File: src/rtl/param_delay_line.sv
// Runtime-selectable sample delay line (1..MAX_DEPTH clocks).
// Valid travels with data; supports stall, flush and delay reload.
module param_delay_line #(
  parameter int DATA_W        = 12,
  parameter int MAX_DEPTH     = 16,
  parameter int DEPTH_W       = 5,
  parameter int DEFAULT_DELAY = 3
) (
  input  logic              CLK,
  input  logic              RESET_N,
  input  logic              ENABLE,
  input  logic [DATA_W-1:0] DATA_IN,
  input  logic              VALID_IN,
  input  logic [DEPTH_W-1:0] DELAY,
  input  logic              DELAY_LOAD,
  input  logic              FLUSH,
  output logic [DATA_W-1:0] BUF_OUT,
  output logic              VALID_OUT,
  output logic [DEPTH_W-1:0] DELAY_ACT
);

  // BUF_OUT is the last register, so only MAX_DEPTH-1 stages precede it
  localparam int NS = MAX_DEPTH - 1;

  logic [DATA_W-1:0]  stg_data [NS];
  logic [NS-1:0]      stg_vld;
  logic [DATA_W-1:0]  tap_data;
  logic               tap_vld;
  logic [DEPTH_W-1:0] delay_clamp;

  always_comb begin
    delay_clamp = DELAY;
    if (DELAY == '0)
      delay_clamp = DEPTH_W'(1);
    else if (DELAY > DEPTH_W'(MAX_DEPTH))
      delay_clamp = DEPTH_W'(MAX_DEPTH);
  end

  always_comb begin
    tap_data = DATA_IN;
    tap_vld  = VALID_IN;
    for (int i = 0; i < NS; i++) begin
      if (DELAY_ACT == DEPTH_W'(i + 2)) begin
        tap_data = stg_data[i];
        tap_vld  = stg_vld[i];
      end
    end
  end

  always_ff @(posedge CLK or negedge RESET_N) begin
    if (!RESET_N) begin
      for (int i = 0; i < NS; i++)
        stg_data[i] <= '0;
      stg_vld   <= '0;
      BUF_OUT   <= '0;
      VALID_OUT <= 1'b0;
    end else if (FLUSH) begin
      for (int i = 0; i < NS; i++)
        stg_data[i] <= '0;
      stg_vld   <= '0;
      BUF_OUT   <= '0;
      VALID_OUT <= 1'b0;
    end else if (ENABLE) begin
      stg_data[0] <= DATA_IN;
      stg_vld[0]  <= VALID_IN;
      for (int i = 1; i < NS; i++) begin
        stg_data[i] <= stg_data[i-1];
        stg_vld[i]  <= stg_vld[i-1];
      end
      BUF_OUT   <= tap_data;
      VALID_OUT <= tap_vld;
    end
  end

  always_ff @(posedge CLK or negedge RESET_N) begin
    if (!RESET_N)
      DELAY_ACT <= DEPTH_W'(DEFAULT_DELAY);
    else if (DELAY_LOAD)
      DELAY_ACT <= delay_clamp;
  end

endmodule

File: config.mk
export PLATFORM = sky130hd
export DESIGN_NAME = param_delay_line
export DESIGN_NICKNAME = d
export VERILOG_FILES = /design/src/rtl/param_delay_line.sv
export SDC_FILE = /design/constraint.sdc
export NUM_CORES = 1
export LEC_CHECK = 0
export BUFFER_PORTS_ARGS = -buffer_cell sky130_fd_sc_hd__buf_2
export CORE_MARGIN = 10
export CORE_UTILIZATION = 25
export CTS_CLUSTER_DIAMETER = 60
export DETAILED_ROUTE_END_ITERATION = 6
export SLEW_MARGIN = 20
export SYNTH_ARGS = -nofsm -noshare
export SYNTH_HDL_FRONTEND = slang
export SYNTH_SLANG_ARGS = --single-unit
File: constraint.sdc
create_clock -name CLK -period 2.29 [get_ports CLK]
set_clock_uncertainty 0.2 [all_clocks]
set_input_delay 0.687 -clock CLK [delete_from_list [all_inputs] [get_ports CLK]]
set_output_delay 0.687 -clock CLK [all_outputs]
set_load 0.02 [all_outputs]
==> metrics.txt <==
Max Clock Freq=419 MHz; First-pass DRT Iterations=5; Critical Path AT=between 2 and 3 ns; Rows=75; worst hold path type=input port to register; Final setup viols=6; Clock Root Buffer=clkbuf_16; initial cell density of the core=0.254; outcome=finished with violations; final worst slack=-0.0958 ns; first-pass GRT wire length=49.1 mm; RSZ-0062 raised after global routing=true; top cells by area, synth=dfrtp_1 (49%), mux2i_1 (20%), nor2_1 (8.5%), o21ai_0 (2.4%), o22ai_1 (1.9%); Filler Cell Count=4325; WHS Path Cells=3; share of cells above drive strength 1=0.221; die area=around 52000 sq um; port bufs=40; ant diodes=0; Final Util=0.319; area grow syn2layout=25.6%; post-synthesis cell count=around 1100; Setup crit end kind=register; Detailed Route WL=30.5 mm; Hold Vio Cnt, Final=0; number of global-route vias before repair=8391; via/cell ratio=between 4 and 5; Max clock buf depth=3; total grt overflow=0; post-DP HPWL=21.5 mm; Max IR drop VDD=0.503 mV; post-synth top area share=0.492; reg2reg path depth=7; chip height=~230 microns; CP startpoint kind=register; Distinct cells, synth=slightly below 60; Worst EP required=around 2.5 ns; Avg WL per Cell=17.8 microns; failing checks=negative setup slack; Worst Path Max Fanout=6; CTS tree=done; worst slack at placement=-0.0826 ns; Skew-Pair Late Insertion Delay=between 0.5 and 0.6 ns; power density cells=711 nW/um^2; GRT Util Overall=0.117; syn_area_per_cell=10.1 sq um; syn nets=roughly 1100; clock-pin slew on the worst setup and hold paths=0.05 ns; crit share post-route=1.04; antenna violations before repair=5; most frequent cell after synthesis=nor2_1; CP Class=register to register; Iter 0 DRT Violations=716; final antenna-violating net count=0; # DRC=0; routability cong.=0.893; Primary FF master, synth=dfrtp_1; Lkg Pwr=6.46 nW; yosys warns=0; sequential cell area fraction in the yosys report=0.497; CTS buffer count=27; Max-cap violations=0; mapped cell area=10700 sq um; most frequent cells after synthesis=nor2_1 (243), dfrtp_1 (211), mux2i_1 (209); Async SR Flop Fraction=1.00; cell taking the most area after synthesis=dfrtp_1; Final Critical Period=approximately 2.4 ns; clock sink count=about 210; final net count=1176; Die Span X=~230 microns; H-Tree Depth=1; EDFF count, synth=0; Slew HR=0.581; boundary pin count=between 40 and 50; Synth Register Bits=213; largest net degree at the start of global routing=approximately 90; Least-Margin Pin Slew=slightly above 0.6 ns; CORE AREA=about 42000 sq um; vias post-DR=8512; setup TNS=-0.221 ns; Final Max Slew Viols=0; Pwr Total=9.57 mW
==> report_power, final <==
part | leakage [nW] | internal [mW] | switching [mW] | total (mW)
Clock | 0.449 | 2.65 | 1.70 | 4.35
Sequential | 2.94 | 3.83 | 0.0706 | 3.90
Combinational | 3.07 | 0.553 | 0.770 | 1.32
==> state kept, by name, summed over array words and instances, names as in the netlist <==
signal and flops:
VALID_OUT 1, BUF_OUT 12, stg_data 180, DELAY_ACT 5, stg_vld 15
==> worst paths after layout <==
check | slack [ns] | startpoint | to
min in group asynchronous | 0.44 | RESET_N | stg_vld[13]
max | -0.1 | DELAY_ACT[1] | BUF_OUT[6]
min | 0.22 | DELAY[4] | DELAY_ACT[4]
min reg2reg | 0.32 | stg_data[0] | stg_data[0]
max reg2reg | -0.1 | DELAY_ACT[1] | BUF_OUT[6]
max in group asynchronous | 0.84 | RESET_N | stg_data[11]
==> repair_timing <==
item / CTS / global route
pin swaps: 20 / 14
hold buffers: 1 / 0
endpoints found under the setup margin: 12 / 15
hold endpoints to repair: 31 / 0
gates resized for setup: 34 / 30
cloned: 1 / 0
buffers inserted: 9 / 2
==> stage by stage <==
step | hold WS, ns | std cells | area, sq um
after floorplan | 0.191 | 1058 | 10700
after global placement | 0.306 | 1651 | 12100
after detailed placement | 0.312 | 1651 | 12100
after CTS | 0.213 | 1711 | 13300
after global routing | 0.243 | 1712 | 13500
final | 0.224 | 1712 | 13500
==> worst max-delay path, stage by stage (launching register included) <==
cell	delay, ns
dfstp_2	0.54
buf_6	0.09
or4b_4	0.55
buf_6	0.18
o21ai_4	0.13
a21boi_2	0.08
o41ai_2	0.37
o2bb2ai_1	0.15
==> layer usage <==
| metal | track usage | vias up | share of wire |
|---|---|---|---|
| li1 | - | 3954 | - |
| met1 | 0.166 | 4301 | 0.48 |
| met2 | 0.179 | 199 | 0.45 |
| met3 | 0.0220 | 52 | 0.053 |
| met4 | 0.0288 | 6 | 0.018 |
| met5 | 0 | - | 0.0015 |
==> cells by family after synthesis <==
logic type,Yosys count,share of synthesized area
AO/OA/AOI/OAI,210,0.128
multiplexers,222,0.209
buffers and inverters,92,0.0379
flip-flops,213,0.497
AND/OR/NAND/NOR,321,0.128
==> layout make-up <==
class	instances	area, sq um	share of cell area
clock buffer	35	746	0.0554
clock inverter	14	171	0.0127
inverter	9	37.5	0.00279
multi-input combinational	753	5250	0.390
sequential	213	5330	0.396
tap	539	674	0.0501
timing repair buffer	149	1260	0.0935
==> cell usage in the layout, fill, tap and decap left out, drive strengths merged, types with 3 or more instances in the layout <==
| cell type | Yosys | layout |
|---|---|---|
| nand3 | 7 | 7 |
| and2 | 9 | 9 |
| mux2i | 209 | 209 |
| o21ai | 60 | 60 |
| inv | 7 | 12 |
| mux2 | 13 | 13 |
| o22ai | 33 | 33 |
| a21oi | 32 | 32 |
| o31ai | 3 | 3 |
| nor3b | 3 | 3 |
| clkinvlp | 0 | 3 |
| clkinv | 2 | 5 |
| nand3b | 6 | 6 |
| buf | 41 | 147 |
| o221ai | 9 | 9 |
| dfrtp | 211 | 211 |
| nor3 | 12 | 12 |
| clkbuf | 42 | 35 |
| bufinv | 0 | 3 |
| a211oi | 18 | 18 |
| a22oi | 6 | 6 |
| a211o | 7 | 7 |
| nand2 | 19 | 19 |
| o22a | 7 | 7 |
| nor2b | 5 | 5 |
| nand2b | 4 | 4 |
| a221oi | 3 | 3 |
| a31oi | 3 | 3 |
| a21boi | 3 | 3 |
| o211ai | 5 | 5 |
| a21o | 4 | 4 |
| nor2 | 243 | 243 |
Power figures use the tool's default switching activity.
